`src/rtl/pipe_ctrl_pkg.sv`:
```
// ============================================================================
// pipe_ctrl_pkg : shared types and constants for the pipeline sequencer
// Revision 1.0
// ============================================================================
`default_nettype none

package pipe_ctrl_pkg;

   typedef enum logic [1:0] {
      RUN    = 2'd0,
      DRAIN  = 2'd1,
      HALTED = 2'd2
   } pipe_state_t;

   localparam int DRAIN_CYCLES_DEF = 2;
   localparam int CNT_W_DEF        = 16;
   localparam int REG_ADR_W        = 3;

   // Bits needed to hold DRAIN_CYCLES-1 (never narrower than one bit).
   function automatic int drain_cnt_w(input int cycles);
      return (cycles < 2) ? 1 : $clog2(cycles);
   endfunction

endpackage

`default_nettype wire

```
`src/rtl/pipe_ctrl_if.sv`:
```
// ============================================================================
// pipe_ctrl_if : hazard inputs and stage enables/flushes of the sequencer
// Revision 1.0
// ============================================================================
`default_nettype none

interface pipe_ctrl_if
   import pipe_ctrl_pkg::*;
#(
   parameter int CNT_W = CNT_W_DEF
);
   logic [REG_ADR_W-1:0] rs_adr_id;
   logic [REG_ADR_W-1:0] rt_adr_id;
   logic                 uses_rs_id;
   logic                 uses_rt_id;
   logic [REG_ADR_W-1:0] regwrite_adr_ex;
   logic                 regwrite_ex;
   logic                 mem_read_ex;
   logic                 branch_taken_ex;
   logic                 is_halt_ex;
   logic                 mem_busy;
   logic                 restart;

   logic                 en_pc;
   logic                 en_ifid;
   logic                 en_idex;
   logic                 en_exmem;
   logic                 en_memwb;
   logic                 flush_ifid;
   logic                 flush_idex;
   logic                 halted;
   logic [CNT_W-1:0]     stall_cnt;

   modport master (
      output rs_adr_id, rt_adr_id, uses_rs_id, uses_rt_id, regwrite_adr_ex,
             regwrite_ex, mem_read_ex, branch_taken_ex, is_halt_ex, mem_busy, restart,
      input  en_pc, en_ifid, en_idex, en_exmem, en_memwb, flush_ifid, flush_idex,
             halted, stall_cnt
   );

   modport slave (
      input  rs_adr_id, rt_adr_id, uses_rs_id, uses_rt_id, regwrite_adr_ex,
             regwrite_ex, mem_read_ex, branch_taken_ex, is_halt_ex, mem_busy, restart,
      output en_pc, en_ifid, en_idex, en_exmem, en_memwb, flush_ifid, flush_idex,
             halted, stall_cnt
   );

endinterface

`default_nettype wire

```
`src/rtl/pipe_ctrl_hazard_detect.sv`:
```
// ============================================================================
// hazard_detect : load-use compare between the ID operands and the EX load
// Revision 1.0
// ============================================================================
`default_nettype none

module hazard_detect
   import pipe_ctrl_pkg::*;
(
   input  logic [REG_ADR_W-1:0] rs_adr_id,
   input  logic [REG_ADR_W-1:0] rt_adr_id,
   input  logic                 uses_rs_id,
   input  logic                 uses_rt_id,
   input  logic [REG_ADR_W-1:0] regwrite_adr_ex,
   input  logic                 regwrite_ex,
   input  logic                 mem_read_ex,
   output logic                 load_use
);

   logic rs_hit;
   logic rt_hit;

   assign rs_hit = uses_rs_id && (rs_adr_id == regwrite_adr_ex);
   assign rt_hit = uses_rt_id && (rt_adr_id == regwrite_adr_ex);

   // r0 is hard-wired, so a load targeting it never creates a dependency.
   assign load_use = mem_read_ex && regwrite_ex && (regwrite_adr_ex != '0) && (rs_hit || rt_hit);

endmodule

`default_nettype wire

```
`src/rtl/pipe_ctrl.sv`:
```
// ============================================================================
// pipe_ctrl : 5-stage pipeline sequencer (bubbles, flushes, freeze, halt/drain)
// Revision 1.0
// ============================================================================
`default_nettype none

module pipe_ctrl
   import pipe_ctrl_pkg::*;
#(
   parameter int DRAIN_CYCLES = DRAIN_CYCLES_DEF,
   parameter int CNT_W        = CNT_W_DEF
)(
   input  logic        clk,
   input  logic        reset,
   pipe_ctrl_if.slave  bus
);

   localparam int           DW         = drain_cnt_w(DRAIN_CYCLES);
   localparam logic [DW-1:0] DRAIN_INIT = DW'(DRAIN_CYCLES - 1);

   pipe_state_t      state_q,     state_d;
   logic [DW-1:0]    drain_cnt_q, drain_cnt_d;
   logic [CNT_W-1:0] stall_cnt_q, stall_cnt_d;
   logic             halted_q,    halted_d;

   logic load_use;
   logic en_pc, en_ifid, en_idex, en_exmem, en_memwb;
   logic flush_ifid, flush_idex;

   hazard_detect u_hazard_detect (
      .rs_adr_id       (bus.rs_adr_id),
      .rt_adr_id       (bus.rt_adr_id),
      .uses_rs_id      (bus.uses_rs_id),
      .uses_rt_id      (bus.uses_rt_id),
      .regwrite_adr_ex (bus.regwrite_adr_ex),
      .regwrite_ex     (bus.regwrite_ex),
      .mem_read_ex     (bus.mem_read_ex),
      .load_use        (load_use)
   );

   always_ff @(posedge clk or posedge reset) begin
      if (reset) begin
         state_q     <= RUN;
         drain_cnt_q <= '0;
         stall_cnt_q <= '0;
         halted_q    <= 1'b0;
      end else begin
         state_q     <= state_d;
         drain_cnt_q <= drain_cnt_d;
         stall_cnt_q <= stall_cnt_d;
         halted_q    <= halted_d;
      end
   end

   always_comb begin
      state_d     = state_q;
      drain_cnt_d = drain_cnt_q;
      stall_cnt_d = stall_cnt_q;
      en_pc       = 1'b1;
      en_ifid     = 1'b1;
      en_idex     = 1'b1;
      en_exmem    = 1'b1;
      en_memwb    = 1'b1;
      flush_ifid  = 1'b0;
      flush_idex  = 1'b0;

      // While reset is held the pipe sees the plain RUN defaults.
      if (!reset) begin
         unique case (state_q)
            RUN: begin
               if (bus.mem_busy) begin
                  {en_pc, en_ifid, en_idex, en_exmem, en_memwb} = '0;
               end else if (bus.is_halt_ex) begin
                  en_pc       = 1'b0;
                  en_ifid     = 1'b0;
                  flush_ifid  = 1'b1;
                  flush_idex  = 1'b1;
                  drain_cnt_d = DRAIN_INIT;
                  state_d     = DRAIN;
               end else if (bus.branch_taken_ex) begin
                  flush_ifid  = 1'b1;
                  flush_idex  = 1'b1;
               end else if (load_use) begin
                  en_pc       = 1'b0;
                  en_ifid     = 1'b0;
                  flush_idex  = 1'b1;
               end
               if (!en_pc && (stall_cnt_q != '1)) begin
                  stall_cnt_d = stall_cnt_q + 1'b1;
               end
            end
            DRAIN: begin
               if (bus.mem_busy) begin
                  {en_pc, en_ifid, en_idex, en_exmem, en_memwb} = '0;
               end else begin
                  en_pc      = 1'b0;
                  en_ifid    = 1'b0;
                  flush_idex = 1'b1;
                  if (drain_cnt_q == '0) begin
                     state_d = HALTED;
                  end else begin
                     drain_cnt_d = drain_cnt_q - 1'b1;
                  end
               end
            end
            HALTED: begin
               {en_pc, en_ifid, en_idex, en_exmem, en_memwb} = '0;
               if (bus.restart) begin
                  state_d = RUN;
               end
            end
            default: state_d = RUN;
         endcase
      end

      halted_d = (state_d == HALTED);
   end

   assign bus.en_pc      = en_pc;
   assign bus.en_ifid    = en_ifid;
   assign bus.en_idex    = en_idex;
   assign bus.en_exmem   = en_exmem;
   assign bus.en_memwb   = en_memwb;
   assign bus.flush_ifid = flush_ifid;
   assign bus.flush_idex = flush_idex;
   assign bus.halted     = halted_q;
   assign bus.stall_cnt  = stall_cnt_q;

endmodule

`default_nettype wire

```
`src/flat_wrapper.sv`:
```
// flat-port wrapper written by rule: the top's interface ports become plain ports
module pipe_ctrl_flat import pipe_ctrl_pkg::*;
#(
   parameter int DRAIN_CYCLES = DRAIN_CYCLES_DEF,
   parameter int CNT_W        = CNT_W_DEF
)
  (clk, reset, bus_rs_adr_id, bus_rt_adr_id, bus_uses_rs_id, bus_uses_rt_id, bus_regwrite_adr_ex, bus_regwrite_ex, bus_mem_read_ex, bus_branch_taken_ex, bus_is_halt_ex, bus_mem_busy, bus_restart, bus_en_pc, bus_en_ifid, bus_en_idex, bus_en_exmem, bus_en_memwb, bus_flush_ifid, bus_flush_idex, bus_halted, bus_stall_cnt);
  pipe_ctrl_if #(.CNT_W(CNT_W)) bus_i ();
  input  logic clk;
  input  logic reset;
  input wire logic [$bits(bus_i.rs_adr_id)-1:0] bus_rs_adr_id;
  input wire logic [$bits(bus_i.rt_adr_id)-1:0] bus_rt_adr_id;
  input wire logic [$bits(bus_i.uses_rs_id)-1:0] bus_uses_rs_id;
  input wire logic [$bits(bus_i.uses_rt_id)-1:0] bus_uses_rt_id;
  input wire logic [$bits(bus_i.regwrite_adr_ex)-1:0] bus_regwrite_adr_ex;
  input wire logic [$bits(bus_i.regwrite_ex)-1:0] bus_regwrite_ex;
  input wire logic [$bits(bus_i.mem_read_ex)-1:0] bus_mem_read_ex;
  input wire logic [$bits(bus_i.branch_taken_ex)-1:0] bus_branch_taken_ex;
  input wire logic [$bits(bus_i.is_halt_ex)-1:0] bus_is_halt_ex;
  input wire logic [$bits(bus_i.mem_busy)-1:0] bus_mem_busy;
  input wire logic [$bits(bus_i.restart)-1:0] bus_restart;
  output wire logic [$bits(bus_i.en_pc)-1:0] bus_en_pc;
  output wire logic [$bits(bus_i.en_ifid)-1:0] bus_en_ifid;
  output wire logic [$bits(bus_i.en_idex)-1:0] bus_en_idex;
  output wire logic [$bits(bus_i.en_exmem)-1:0] bus_en_exmem;
  output wire logic [$bits(bus_i.en_memwb)-1:0] bus_en_memwb;
  output wire logic [$bits(bus_i.flush_ifid)-1:0] bus_flush_ifid;
  output wire logic [$bits(bus_i.flush_idex)-1:0] bus_flush_idex;
  output wire logic [$bits(bus_i.halted)-1:0] bus_halted;
  output wire logic [$bits(bus_i.stall_cnt)-1:0] bus_stall_cnt;
  assign bus_i.rs_adr_id = bus_rs_adr_id;
  assign bus_i.rt_adr_id = bus_rt_adr_id;
  assign bus_i.uses_rs_id = bus_uses_rs_id;
  assign bus_i.uses_rt_id = bus_uses_rt_id;
  assign bus_i.regwrite_adr_ex = bus_regwrite_adr_ex;
  assign bus_i.regwrite_ex = bus_regwrite_ex;
  assign bus_i.mem_read_ex = bus_mem_read_ex;
  assign bus_i.branch_taken_ex = bus_branch_taken_ex;
  assign bus_i.is_halt_ex = bus_is_halt_ex;
  assign bus_i.mem_busy = bus_mem_busy;
  assign bus_i.restart = bus_restart;
  assign bus_en_pc = bus_i.en_pc;
  assign bus_en_ifid = bus_i.en_ifid;
  assign bus_en_idex = bus_i.en_idex;
  assign bus_en_exmem = bus_i.en_exmem;
  assign bus_en_memwb = bus_i.en_memwb;
  assign bus_flush_ifid = bus_i.flush_ifid;
  assign bus_flush_idex = bus_i.flush_idex;
  assign bus_halted = bus_i.halted;
  assign bus_stall_cnt = bus_i.stall_cnt;
  pipe_ctrl #(.DRAIN_CYCLES(DRAIN_CYCLES), .CNT_W(CNT_W)) u_core (.clk(clk), .reset(reset), .bus(bus_i));
endmodule
```
`config.mk`:
```
export PLATFORM = sky130hd
export DESIGN_NAME = pipe_ctrl_flat
export DESIGN_NICKNAME = d
export VERILOG_FILES = /design/src/rtl/pipe_ctrl_pkg.sv /design/src/rtl/pipe_ctrl_if.sv /design/src/rtl/pipe_ctrl_hazard_detect.sv /design/src/rtl/pipe_ctrl.sv /design/src/flat_wrapper.sv
export SDC_FILE = /design/constraint.sdc
export NUM_CORES = 1
export LEC_CHECK = 0
export ABC_AREA = 1
export BUFFER_PORTS_ARGS = -buffer_cell sky130_fd_sc_hd__buf_2
export CAP_MARGIN = 20
export CORE_ASPECT_RATIO = 1.2
export CORE_MARGIN = 5
export CORE_UTILIZATION = 52
export CTS_CLUSTER_DIAMETER = 120
export DETAILED_ROUTE_END_ITERATION = 8
export GPL_TIMING_DRIVEN = 0
export PLACE_DENSITY = 0.92
export SLEW_MARGIN = 5
export SYNTH_ARGS = -nofsm -noshare
export SYNTH_HDL_FRONTEND = slang
export SYNTH_SLANG_ARGS = --single-unit
export TNS_END_PERCENT = 20
```
`constraint.sdc`:
```
create_clock -name clk -period 1.8 [get_ports clk]
set_input_delay 0.27 -clock clk [delete_from_list [all_inputs] [get_ports clk]]
set_output_delay 0.27 -clock clk [all_outputs]
set_load 0.02 [all_outputs]
```
==> results.json, run 1 <==
{
  "viasPerCell": 5.333,
  "period_minus_slack_ps": 1799,
  "antenna_cells": 0,
  "ys_types": 26,
  "final_nets": 303,
  "rows": 21,
  "syn_inst": 224,
  "syn_avg_cell_area_um2": 6.904,
  "synthMuxAreaShare_pct": 0,
  "hold_viol": 0,
  "status": "finished clean",
  "route.detailed.drc": 0,
  "insertion_delay_ps": 320,
  "arrival_ps": 1530,
  "yosys_warnings": 0,
  "grt_overflow": 0,
  "rr_startpoint": "u_core.state_q[0]",
  "synth.top_cell.area_share_pct": 32.36,
  "fin_crit_sh_pct": 99.93,
  "synth_compound_area_share_pct": 5.016,
  "skew_ps": 3.041,
  "drv_slew": 0,
  "async_reset_ff_share_pct": 100.0,
  "synthFlopType": "dfrtp_1",
  "ant_nets": 0,
  "clockBufferDepth": 2,
  "synth_adder_area_share_pct": 4.045,
  "synth-seq-area-share_pct": 32.36,
  "synth_top_family_by_area": "simple AND/OR/NAND/NOR gates",
  "vias": 1664,
  "htreeDepth": 1,
  "die_w_um": 59.78,
  "crit_path_start": "u_core.state_q[0]",
  "crit_required_ps": 1530,
  "cts_hold_buf": 0,
  "yosys-top-cells-count": "nand2_1 (71), inv_1 (26), dfrtp_1 (20), nor2_1 (20), nand4_1 (17)",
  "path_max_fanout": 4,
  "cap_violations": 0,
  "dr.pass1.iters": 5,
  "worstSetupPathType": "reg -> out",
  "numCtsBuffers": 3,
  "drive_above_1_share_pct": 32.01,
  "nFillCells": 252,
  "power.leakage_nw": 1.057,
  "start_util_pct": 54.50,
  "design.core.area_um2": 2838,
  "root_buffer": "clkbuf_4",
  "grt_pass1_wl_mm": 6.844,
  "synth_fp_nets": 248,
  "synth_most_common_cell": "nand2_1",
  "finalSetupViolCount": 0,
  "grt_start_max_net_pins": 24,
  "endpoint_kind": "output pin",
  "place_congestion": 0.9250,
  "synth.area.top_cells": "dfrtp_1 (32%), nand2_1 (17%), nand4_1 (6.9%)",
  "wirelength_mm": 3.999,
  "worstMarginPinSlew_ps": 523.7,
  "cts_sinks": 20,
  "post_drt_wl_per_cell_um": 12.82,
  "synth-simple-area-share_pct": 43.53,
  "portBuffers": 42,
  "synth_seq_cells": 20,
  "cts.clk_slew.worst_paths_ps": 120,
  "ir_drop_uv": 922.9,
  "holdCritPathClass": "in -> async",
  "syn2layout_area_growth_pct": 28.72,
  "fin_hold_ws_ps": 19.96,
  "grt_usage_pct": 20.21,
  "slew_headroom_pct": 65.04,
  "die_h_um": 69.74,
  "fin_ws_ps": 1.203,
  "powerDensity_nw_per_um2": 1041,
  "antenna_found_initial": 0,
  "cts_tree": "yes",
  "design.die.area_um2": 4169,
  "syn_area_um2": 1546,
  "hpwlAfterDp_mm": 2.853,
  "io_pins": 43,
  "grt_pass1_vias": 1657,
  "synth_largest_area_cell": "dfrtp_1",
  "drt_iter0_markers": 79,
  "synth_xor_area_share_pct": 3.398,
  "crit_path_start_kind": "register",
  "final_util_pct": 70.15,
  "pre_cts_ws_ps": -198.4,
  "timing.fmax_mhz": 555.9,
  "synth_edf_count": 0,
  "rsz0062_at_grt": "true"
}
## cell type report
class | count | area [µm²] | area share (%)
Sequential cell | 20 | 500.5 | 25.14
Tap cell | 34 | 42.54 | 2.137
Inverter | 31 | 116.4 | 5.845
Timing Repair Buffer | 50 | 276.5 | 13.89
Clock inverter | 1 | 30.03 | 1.508
Clock buffer | 3 | 22.52 | 1.131
Multi-Input combinational cell | 166 | 934.6 | 46.95
Buffer | 7 | 67.56 | 3.394
## worst max-delay path, cell delays in order (launching register included)
cell	delay [ps]
dfrtp_1	410
inv_2	80
ha_4	180
nand2_8	60
nor2_4	120
nand2_2	70
nand2_2	70
nor2_1	40
nand2_1	70
buf_6	110
## layer usage
| layer | GRT usage (%) | vias to the layer above | wire length, µm |
|---|---|---|---|
| met5 | 0 | - | 0 |
| met2 | 33.77 | 69 | 1975 |
| met3 | 3.538 | 12 | 324 |
| met4 | 11.08 | 0 | 108 |
| met1 | 23.40 | 751 | 1592 |
| li1 | - | 832 | - |
## cell usage in the layout (no fill, tap or decap), drive strengths merged
cell and count:
a211oi 1, a21oi 8, buf 57, bufinv 1, clkbuf 3, clkinv 1, dfrtp 20, ha 5
inv 30, nand2 74, nand3 18, nand4 17, nor2 22, nor3 8, nor3b 1, nor4 1
o21a 1, o21ai 3, o31ai 1, xnor2 1, xor2 5
## stage by stage
stage                     total power (W)  TNS, ps  cells  instance area [µm²]
after detailed placement         0.001461   -658.0    300                 1799
after global routing             0.002220   -227.2    312                 1991
final                            0.002072        0    312                 1991
after global placement           0.001431   -369.6    300                 1799
after CTS                        0.002022   -28.36    310                 1946
after floorplan                  0.001216        0    224                 1546
## path summary, 6_finish.rpt
path | endpoint | slack (ps) | cells past startpoint
worst max register to register | u_core.bus.stall_cnt[14] | 140 | 9
max in group asynchronous | u_core.bus.stall_cnt[12] | 1430 | 2
min in group clk | u_core.drain_cnt_q | 270 | 3
worst max-delay path | bus_flush_idex | 1 | 9
worst min register to register | u_core.bus.stall_cnt[15] | 510 | 2
worst min-delay path | u_core.bus.stall_cnt[0] | 20 | 2
## power breakdown
group	internal, W	total (W)	switching (W)
registers	0.000536	0.000622	0.0000856
clock network	0.000226	0.000376	0.000151
logic	0.000431	0.00107	0.000642
total	0.00119	0.00207	0.000879
## registers in the layout (all words and copies together) (netlist names)
name / flops
u_core.bus.halted: 1
u_core.bus.stall_cnt: 16
u_core.drain_cnt_q: 1
u_core.state_q: 2
## cells by family after synthesis
family,count (synthesis)
xor gates and xnor gates,6
and+or+nand+nor,141
adders and majority gates,5
buffers and inverters,38
DFF,20
AOI/OAI and AO/OA,14
## timing repair
action	in CTS	in global routing
cloned	0	0
setup endpoints to repair	5	7
gates resized for setup	13	7
setup buffers	6	2
pin swaps	5	3
endpoints found under the hold margin	0	0
Power figures use the tool's default switching activity.
==> run 2, diff against run 1 <==
--- a/config.mk
+++ b/config.mk
@@ -14,6 +14,7 @@
 export CTS_CLUSTER_DIAMETER = 120
 export DETAILED_ROUTE_END_ITERATION = 8
 export GPL_TIMING_DRIVEN = 0
+export MAX_ROUTING_LAYER = met4
 export PLACE_DENSITY = 0.92
 export SLEW_MARGIN = 5
 export SYNTH_ARGS = -nofsm -noshare
==> results.json, run 2 (synthesized netlist as in run 1, its figures left out) <==
{
  "cp.buffers_inverters": 2,
  "cts_tree": "yes",
  "finalSetupViolCount": 1,
  "crit_end": "bus_flush_idex",
  "timing.fmax_mhz": 548.7,
  "fin_crit_sh_pct": 101.2,
  "dr.pass1.iters": 4,
  "rsz0062_at_grt": "true",
  "rr_startpoint": "u_core.state_q[0]",
  "largest_register_ff_count": 16,
  "violations": "negative setup slack",
  "route.detailed.drc": 0,
  "critPathSlowestCell": "dfrtp_1",
  "powerDensity_nw_per_um2": 1042,
  "path_max_fanout": 3,
  "design.core.area_um2": 2838,
  "crit_path_start_kind": "register",
  "hold_viol": 0,
  "htreeDepth": 1,
  "antenna_cells": 0,
  "final_nets": 300,
  "cap_violations": 0,
  "post_drt_wl_per_cell_um": 13.10,
  "endpoint_kind": "output pin",
  "worstMarginPinSlew_ps": 522.2,
  "finalPower_w": 0.002044,
  "clockBufferDepth": 2,
  "place_congestion": 0.9323,
  "drive_above_1_share_pct": 31.64,
  "design.die.area_um2": 4169,
  "hpwlAfterDp_mm": 2.859,
  "power.leakage_nw": 1.031,
  "io_pins": 43,
  "grt_usage_pct": 20.29,
  "slew_headroom_pct": 65.14,
  "drv_slew": 0,
  "r2r-end": "u_core.bus.stall_cnt[14]",
  "skew_ps": 6.187,
  "ir_drop_uv": 731.7,
  "cts.clk_slew.worst_paths_ps": 120,
  "start_util_pct": 54.50,
  "root_buffer": "clkbuf_4",
  "final_common_cell": "nand2_1",
  "cp_slowest_stage_delay_ps": 420,
  "grt_pass1_vias": 1609,
  "viasPerCell": 5.508,
  "grt_pass1_wl_mm": 6.679,
  "die_w_um": 59.78,
  "numCtsBuffers": 3,
  "drt_iter0_markers": 71,
  "insertion_delay_ps": 310,
  "fin_ws_ps": -22.35,
  "wirelength_mm": 4.047,
  "portBuffers": 42,
  "antenna_found_initial": 0,
  "grt_start_max_net_pins": 24,
  "rows": 21,
  "die_h_um": 69.74,
  "holdCritPathClass": "in -> async",
  "crit_required_ps": 1530,
  "crit_path_frequent_cell": "nand2_1",
  "ant_nets": 0,
  "grt_overflow": 0,
  "vias": 1702,
  "nFillCells": 236,
  "cp_top_family": "flip-flops",
  "worstSetupPathType": "reg -> out",
  "status": "complete, but fails checks",
  "cts_sinks": 20,
  "fin_hold_ws_ps": 24.47,
  "syn2layout_area_growth_pct": 26.86,
  "period_minus_slack_ps": 1822,
  "arrival_ps": 1550,
  "worstRegToRegCells": 9,
  "crit_path_start": "u_core.state_q[0]",
  "mostFrequentLayoutCells": "nand2_1 (69), buf_2 (40), inv_1 (24), dfrtp_1 (20), nor2_1 (18)",
  "crit_chain": "buf_4 > ha_1 > nand2_1 > nor2_2 > nor2_1 > nand2_1 > buf_6",
  "cp.depth": 7,
  "reg2reg_slack_ps": 50
}
-- run 2: layer usage --
metal	global-route usage, %	up-vias	part of all wire (%)
met1	23.62	768	40
met3	3.166	17	8.9
met2	33.53	90	49
met4	8.621	0	2.2
met5	-	-	0
li1	-	827	-
-- run 2: area by class of cell --
type	count	area, µm²	area share (%)
Buffer	7	63.81	3.253
Clock buffer	3	22.52	1.148
Clock inverter	1	30.03	1.531
Inverter	31	120.1	6.122
Multi-Input combinational cell	166	922.1	47.00
Sequential cell	20	500.5	25.51
Tap cell	34	42.54	2.168
Timing Repair Buffer	47	260.3	13.27
-- run 2: worst min-delay path by stage --
stage | startpoint | to | slack [ps]
after floorplan | reset | u_core.bus.halted | 140
after global placement | reset | u_core.bus.stall_cnt[6] | 350
after detailed placement | reset | u_core.bus.stall_cnt[6] | 350
after CTS | reset | u_core.bus.stall_cnt[6] | 40
after global routing | reset | u_core.drain_cnt_q | 50
final | reset | u_core.bus.stall_cnt[6] | 20
-- run 2: through the flow --
step / instance area [µm²] / cells / setup TNS [ps] / util, % / setup WS [ps]
2_1_floorplan: 1546 / 224 / 0 / - / 44.04
6_report: 1962 / 309 / -22.35 / 69.14 / -22.35
3_5_place_dp: 1799 / 300 / -785.3 / 63.40 / -186.9
5_1_grt: 1962 / 309 / -403.0 / 69.14 / -143.6
3_3_place_gp: 1799 / 300 / -365.0 / 63.40 / -162.8
4_1_cts: 1941 / 309 / -28.80 / 68.39 / -28.80
-- run 2: power breakdown --
part           internal [W]  switching, W
logic              0.000409      0.000634
clock network      0.000225      0.000151
registers          0.000536     0.0000883
total               0.00117      0.000873
-- run 2: timing repair --
| action | 4_1_cts | 5_1_grt |
|---|---|---|
| buffers inserted | 5 | 0 |
| pin swaps | 3 | 5 |
| setup endpoints to repair | 9 | 14 |
| hold buffers | 0 | 0 |
| hold endpoints to repair | 0 | 0 |
| resized for setup | 13 | 7 |
